## src/rtl/csr_pkg.sv

```systemverilog
// Shared CSR access codes, machine-mode CSR addresses and the trap sequencer state type.
package csr_pkg;

  localparam logic [1:0] CSR_READ_ONLY = 2'b00;
  localparam logic [1:0] CSR_WRITE     = 2'b01;
  localparam logic [1:0] CSR_SET       = 2'b10;
  localparam logic [1:0] CSR_CLEAR     = 2'b11;

  localparam logic [11:0] MTVEC  = 12'h305;
  localparam logic [11:0] MEPC   = 12'h341;
  localparam logic [11:0] MCAUSE = 12'h342;
  localparam logic [11:0] MTVAL  = 12'h343;

  typedef enum logic [2:0] {
    S_IDLE,
    S_WR_EPC,
    S_WR_CAUSE,
    S_WR_TVAL,
    S_RD_TVEC,
    S_RD_EPC,
    S_REDIRECT
  } seq_state_e;

endpackage

```

## src/rtl/csr_trap_sequencer.sv

```systemverilog
// Arbitrates the single CSR port between instruction CSR ops and trap entry / MRET sequencing.
// Define CSR_TRAP_MTVAL_EN to add the mtval write step to trap entry.
module csr_trap_sequencer
  import csr_pkg::*;
#(
  parameter int XLEN = 32
) (
  input  logic            clk,
  input  logic            reset,
  input  logic            trap_req,
  input  logic [XLEN-1:0] trap_cause,
  input  logic [XLEN-1:0] trap_pc,
  input  logic [XLEN-1:0] trap_tval,
  input  logic            mret_req,
  output logic            req_ack,
  input  logic            inst_csr_valid,
  input  logic [11:0]     inst_csr_number,
  input  logic [1:0]      inst_csr_access,
  input  logic [XLEN-1:0] inst_csr_wdata,
  output logic            inst_csr_ready,
  output logic [XLEN-1:0] inst_csr_rdata,
  output logic [11:0]     csr_number,
  output logic [1:0]      csr_access_type,
  output logic [XLEN-1:0] csr_in,
  input  logic [XLEN-1:0] csr_out,
  output logic            busy,
  output logic            redirect_valid,
  output logic [XLEN-1:0] redirect_pc
);

  localparam logic [XLEN-1:0] ALIGN_MASK = {{(XLEN-2){1'b1}}, 2'b00};

  seq_state_e      state_q;
  logic [XLEN-1:0] cause_q;
  logic [XLEN-1:0] pc_q;
  logic [XLEN-1:0] redirect_pc_q;

`ifdef CSR_TRAP_MTVAL_EN
  logic [XLEN-1:0] tval_q;
`else
  logic unused_tval;
  assign unused_tval = ^trap_tval;
`endif

  always_ff @(posedge clk or posedge reset) begin
    if (reset) begin
      state_q       <= S_IDLE;
      cause_q       <= '0;
      pc_q          <= '0;
      redirect_pc_q <= '0;
`ifdef CSR_TRAP_MTVAL_EN
      tval_q        <= '0;
`endif
    end else begin
      case (state_q)
        S_IDLE: begin
          if (trap_req) begin
            cause_q <= trap_cause;
            pc_q    <= trap_pc & ALIGN_MASK;
`ifdef CSR_TRAP_MTVAL_EN
            tval_q  <= trap_tval;
`endif
            state_q <= S_WR_EPC;
          end else if (mret_req) begin
            state_q <= S_RD_EPC;
          end
        end
        S_WR_EPC:   state_q <= S_WR_CAUSE;
`ifdef CSR_TRAP_MTVAL_EN
        S_WR_CAUSE: state_q <= S_WR_TVAL;
        S_WR_TVAL:  state_q <= S_RD_TVEC;
`else
        S_WR_CAUSE: state_q <= S_RD_TVEC;
`endif
        // mtvec MODE bits are dropped: only direct mode is supported.
        S_RD_TVEC, S_RD_EPC: begin
          redirect_pc_q <= csr_out & ALIGN_MASK;
          state_q       <= S_REDIRECT;
        end
        S_REDIRECT: state_q <= S_IDLE;
        default:    state_q <= S_IDLE;
      endcase
    end
  end

  // Port drive is decoded from state; the reset gate keeps the CSR file from
  // seeing an instruction write while reset is held in IDLE.
  always_comb begin
    req_ack         = 1'b0;
    inst_csr_ready  = 1'b0;
    csr_number      = '0;
    csr_access_type = CSR_READ_ONLY;
    csr_in          = '0;
    if (!reset) begin
      case (state_q)
        S_IDLE: begin
          if (trap_req || mret_req) begin
            req_ack = 1'b1;
          end else if (inst_csr_valid) begin
            inst_csr_ready  = 1'b1;
            csr_number      = inst_csr_number;
            csr_access_type = inst_csr_access;
            csr_in          = inst_csr_wdata;
          end
        end
        S_WR_EPC: begin
          csr_number      = MEPC;
          csr_access_type = CSR_WRITE;
          csr_in          = pc_q;
        end
        S_WR_CAUSE: begin
          csr_number      = MCAUSE;
          csr_access_type = CSR_WRITE;
          csr_in          = cause_q;
        end
`ifdef CSR_TRAP_MTVAL_EN
        S_WR_TVAL: begin
          csr_number      = MTVAL;
          csr_access_type = CSR_WRITE;
          csr_in          = tval_q;
        end
`endif
        S_RD_TVEC: csr_number = MTVEC;
        S_RD_EPC:  csr_number = MEPC;
        default: ;
      endcase
    end
  end

  assign inst_csr_rdata = csr_out;
  assign busy           = (state_q != S_IDLE);
  assign redirect_valid = (state_q == S_REDIRECT);
  assign redirect_pc    = redirect_pc_q;

endmodule

```

## config.mk

```make
export PLATFORM = sky130hd
export DESIGN_NAME = csr_trap_sequencer
export DESIGN_NICKNAME = d
export VERILOG_FILES = /design/src/rtl/csr_pkg.sv /design/src/rtl/csr_trap_sequencer.sv
export SDC_FILE = /design/constraint.sdc
export NUM_CORES = 1
export LEC_CHECK = 0
export CAP_MARGIN = 0
export CORE_UTILIZATION = 37
export DETAILED_ROUTE_END_ITERATION = 10
export GPL_TIMING_DRIVEN = 0
export MAX_ROUTING_LAYER = met4
export PLACE_DENSITY_LB_ADDON = 0.25
export SYNTH_ARGS = -nofsm -noshare
export SYNTH_HDL_FRONTEND = slang
export SYNTH_SLANG_ARGS = --single-unit
```

## constraint.sdc

```tcl
create_clock -name clk -period 3.85 [get_ports clk]
set_clock_uncertainty 0.05 [all_clocks]
set_input_delay 0.77 -clock clk [delete_from_list [all_inputs] [get_ports clk]]
set_output_delay 0.77 -clock clk [all_outputs]
set_load 0.01 [all_outputs]
```

## Word-level counts from Yosys, hierarchy flattened

Index checks and enable logic that the tools add are counted.

- Flip-flop bits (word level): 95
- Bits of input ports: 179
- Output and inout port bits: 114
- Logic and storage cells: 39

- Eq/ne operators: 6
- Multiplexer cells: 22
- Reduce and logical (&&, ||, !) cells: 7

Operators by type and width:

| operator | number |
|---|---|
| 2-to-1 mux 32 bit | 3 |
| one-hot mux 32 bit (3 select lines) | 1 |
| one-hot mux 12 bit (4 select lines) | 1 |
| 2-to-1 mux 12 bit | 3 |
| one-hot mux 3 bit (4 select lines) | 1 |
| equality test 3 bit (second input constant) | 3 |
| 2-to-1 mux 1 bit | 7 |
| 2-to-1 mux 2 bit | 3 |
| 2-to-1 mux 3 bit | 2 |
| OR reduction 2 bit | 3 |
| one-hot mux 2 bit (2 select lines) | 1 |
| equality test 3 x 1 -> 1 bit (second input constant) | 1 |
| equality test 3 x 2 -> 1 bit (second input constant) | 1 |
| logical NOT 3 bit | 1 |
| != test 3 bit (second input constant) | 1 |
| nonzero test 3 bit | 1 |
| AND reduction 2 bit | 1 |
| logical OR 1 bit | 1 |

## Depth between registers and ports, before layout

- Word-level depth: 4
- Depth in mapped cells: 6
- Mapped depth without buffers: 3

## Worst setup path after synthesis

OpenSTA, ideal clock, no wires.

- Path kind: in2out
- From: input port trap_req
- To: output port csr_in[27]
- Arrival time: 1917 ps
- Data required time: 3030 ps
- Slack: 1113 ps
- Stages on the path: 5
- Path buffers: 2
- Cells stage by stage: nor3b_1 > buf_2 > buf_1 > nand3_1 > a21oi_1

- Longest elaborated chain between the ends: 4

RTL lines:

| what | line | text |
|---|---|---|
| start: declaration | csr_trap_sequencer.sv:10 | `input logic trap_req,` |
| logical OR 1 bit | csr_trap_sequencer.sv:97 | `if (trap_req \|\| mret_req) begin` |
| 2-to-1 mux 32 bit | csr_trap_sequencer.sv:97 |  |
| one-hot mux 32 bit (3 select lines) | csr_trap_sequencer.sv:95 | `case (state_q)` |
| 2-to-1 mux 32 bit | csr_trap_sequencer.sv:94 | `if (!reset) begin` |
| end: declaration | csr_trap_sequencer.sv:24 | `output logic [XLEN-1:0] csr_in,` |

No other way between the ends.

## Worst setup path after layout

- From: input port mret_req
- To: output port csr_number[4]

- Longest elaborated chain between the ends: 4

RTL lines:

| what | line | text |
|---|---|---|
| start: declaration | csr_trap_sequencer.sv:14 | `input logic mret_req,` |
| logical OR 1 bit | csr_trap_sequencer.sv:97 |  |
| 2-to-1 mux 12 bit | csr_trap_sequencer.sv:97 |  |
| one-hot mux 12 bit (4 select lines) | csr_trap_sequencer.sv:95 |  |
| 2-to-1 mux 12 bit | csr_trap_sequencer.sv:94 |  |
| end: declaration | csr_trap_sequencer.sv:22 | `output logic [11:0] csr_number,` |

No other way between the ends.

==> summary.md <==
| Metric | Value |
|---|---|
| HPWL after DPL | `about 11000 um` |
| Worst-Margin Slew | `about 0.57 ns` |
| Initial antenna violation count | `0` |
| # diodes | `0` |
| Syn Inst Count | `roughly 390` |
| Hold buffers post-CTS | `0` |
| Final-report setup violation count | `0` |
| Worst Path Max Fanout | `8` |
| Max-cap violations | `0` |
| Avg Inst Size Synth | `between 10 and 15 um^2` |
| Most frequent cells in the layout | `clkdlybuf4s50_1, dfrtp_1, mux2_2, a21oi_1, buf_4` |
| Drt first pass iters | `4` |
| PortBufs | `roughly 250` |
| WL per Instance | `17.4 um` |
| Placed cell area | `7450 um^2` |
| Final core occ | `roughly 64%` |
| Final #Nets | `839` |
| TritonCTS clock tree | `yes` |
| Post-layout minimum cycle time | `between 3 and 4 ns` |
| I/O pin total | `293` |
| Clock latency at the later pin of the worst-skew pair | `about 0.34 ns` |
| First-pass GRT wire length | `between 20000 and 25000 um` |
| Clock Sinks | `95` |
| Status | `finished clean` |
| Synth warn | `0` |
| F_max | `about 270 MHz` |
| CP Cell Sequence | `clkdlybuf4s50_1, nor3b_4, buf_4, nor4b_4, and2_1, clkdlybuf4s50_1` |
| Final hold violations | `0` |
| Max-slew violations | `0` |
| Rel. slew slack | `62.2%` |
| GRT Util Overall | `23.4%` |
| Lkg Pwr | `3.10 nW` |
| Min-Delay Path Class | `register to register` |
| Num CTS Buffers | `9` |
| Avg Vias per Cell | `between 4 and 5` |
| Critical path arrival | `2.88 ns` |
| Die Ht | `114 um` |
| Site Rows | `40` |
| Layout cells sized above 1 | `roughly 22%` |
| DRC Markers | `0` |
| CP Class | `input port to output pin` |
| Post-synth design cell area | `roughly 4700 um^2` |
| Total negative slack | `0 ns` |
| GP Congestion | `between 0.7 and 0.8` |
| Initial core utilization | `between 30% and 40%` |
| Seq/Total Area, Yosys | `about half` |
| Slowest CP cell | `clkdlybuf4s50_1` |
| Type of origin of the critical path | `input port` |
| Area of the core | `around 12000 um^2` |
| Crit-path max cell delay | `0.54 ns` |
| Tcrit/Tclk final | `96.2%` |
| Via count | `just over 4000` |
| Post-route cell area | `around 7800 um^2` |
| Commonest non-fill, non-tap cell in the layout | `clkdlybuf4s50_1` |
| Critical path endpoint category | `output pin` |
| Clock root cell | `clkbuf_16` |
| Maximum vdd drop | `0.000453 V` |
| Seq cells post-synth | `95` |
| Largest net degree at the start of global routing | `57` |
| CP required | `~3 ns` |
| Initial DRC count | `around 170` |
| P&R area growth vs syn | `67.1%` |
| Grt ovf | `0` |
| Routed Antenna Nets | `0` |
| CTS H-tree lvls | `3` |
| Die ar. | `approximately 13000 um^2` |
| DIE WIDTH | `114 um` |
| Routed WL | `around 14000 um` |
| PD cells | `between 600 and 700 nW/um^2` |
| RSZ-0062 raised after global routing | `yes` |
| Clock slew seen by the registers of the worst setup and hold paths | `roughly 0.06 ns` |
| Clk buf depth | `2` |
| Vias in the first global route | `roughly 4400` |
| Number of distinct library cells after synthesis | `29` |
| Most used cell, CP | `clkdlybuf4s50_1` |
final timing paths:
check                           depth (start not counted)         from  slack [ns]             to
min in group asynchronous                               2        reset        0.64       pc_q[31]
worst max register to register                          6   state_q[1]        1.75       pc_q[22]
worst max-delay path                                    6     mret_req        0.15  csr_number[4]
max in group asynchronous                               3        reset        2.45    cause_q[18]
worst min-delay path                                    1  cause_q[24]        0.44    cause_q[24]
worst min register to register                          1  cause_q[24]        0.44    cause_q[24]
cells in the mapped netlist:
| master | number | area (um^2) |
|---|---|---|
| mux2_2 | 77 | 867 |
| or3_1 | 1 | 6.26 |
| nor3_4 | 1 | 16.3 |
| buf_2 | 7 | 35.0 |
| mux2_1 | 16 | 180 |
| nand2_1 | 4 | 15.0 |
| nand3b_1 | 2 | 15.0 |
| buf_1 | 1 | 3.75 |
| a21o_1 | 1 | 7.51 |
| buf_6 | 6 | 67.6 |
| nor4b_2 | 1 | 15.0 |
| clkbuf_1 | 17 | 63.8 |
| nor2_1 | 5 | 18.8 |
| inv_1 | 3 | 11.3 |
| or2_2 | 1 | 6.26 |
| nor3_1 | 4 | 20.0 |
| buf_4 | 34 | 255 |
| nor3b_1 | 1 | 7.51 |
| o21bai_1 | 1 | 7.51 |
| a22oi_1 | 30 | 225 |
| conb_1 | 1 | 3.75 |
| a211o_1 | 1 | 8.76 |
| or2_1 | 1 | 6.26 |
| a21oi_1 | 40 | 200 |
| nand3_1 | 30 | 150 |
| and2_1 | 8 | 50.1 |
| dfrtp_1 | 95 | 2380 |
| nor4_1 | 1 | 6.26 |
| nor2b_1 | 4 | 25.0 |
layout make-up:
class | count | area [um^2]
Buffer | 63 | 422
Clock buffer | 13 | 260
Clock inverter | 3 | 65.1
Fill cell | 975 | 4360
Inverter | 3 | 13.8
Multi-Input combinational cell | 232 | 1880
Sequential cell | 95 | 2380
Tap cell | 168 | 210
Timing Repair Buffer | 256 | 2570
state kept, by name, indices dropped and copies added, names as in the netlist:
signal,flops
state_q,3
pc_q,30
cause_q,32
redirect_pc,30
per-stage QoR:
| step | hold slack (ns) | worst slack, ns | power (mW) | cells |
|---|---|---|---|---|
| floorplan | 0.409 | 0.356 | 3.20 | 395 |
| global placement | 0.419 | -0.776 | 4.28 | 816 |
| detailed placement | 0.426 | -0.622 | 4.37 | 817 |
| CTS | 0.440 | -0.00505 | 5.38 | 833 |
| global route | 0.462 | -0.0125 | 5.64 | 833 |
| finish | 0.437 | 0.145 | 5.31 | 833 |
per-layer routing:
layer	GRT usage (%)	wire length, um	up-vias
met5	-	0	-
met2	41.0	7590	173
met1	25.7	5700	1956
met3	6.78	945	16
met4	7.19	233	0
li1	-	-	1901
critical path, delay by kind of cell:
kind | cells | cell delay, ns
buf+inv | 3 | 1.20
simple gates | 3 | 0.91
report_power, final:
group          leakage, nW  internal [mW]  total, mW  switching [mW]
Sequential            1.12           1.52       1.78           0.256
Clock                0.160          0.604      0.969           0.365
Combinational         1.82           1.43       2.56            1.13
cell families (layout without fill, tap and decap cells):
| logic type | Yosys count | after routing | share of synthesized area (%) |
|---|---|---|---|
| compound gates | 73 | 73 | 9.61 |
| buf+inv | 68 | 338 | 9.35 |
| flops | 95 | 95 | 50.9 |
| mux | 93 | 93 | 22.4 |
| other cells | 1 | 2 | 0.0803 |
| simple gates | 64 | 64 | 7.66 |
what timing repair did:
action | in CTS | in global routing
endpoints found under the setup margin | 47 | 26
buffers inserted | 0 | 2
pin swaps | 0 | 1
resized for setup | 5 | 2
(Power assumes the default switching activity.)
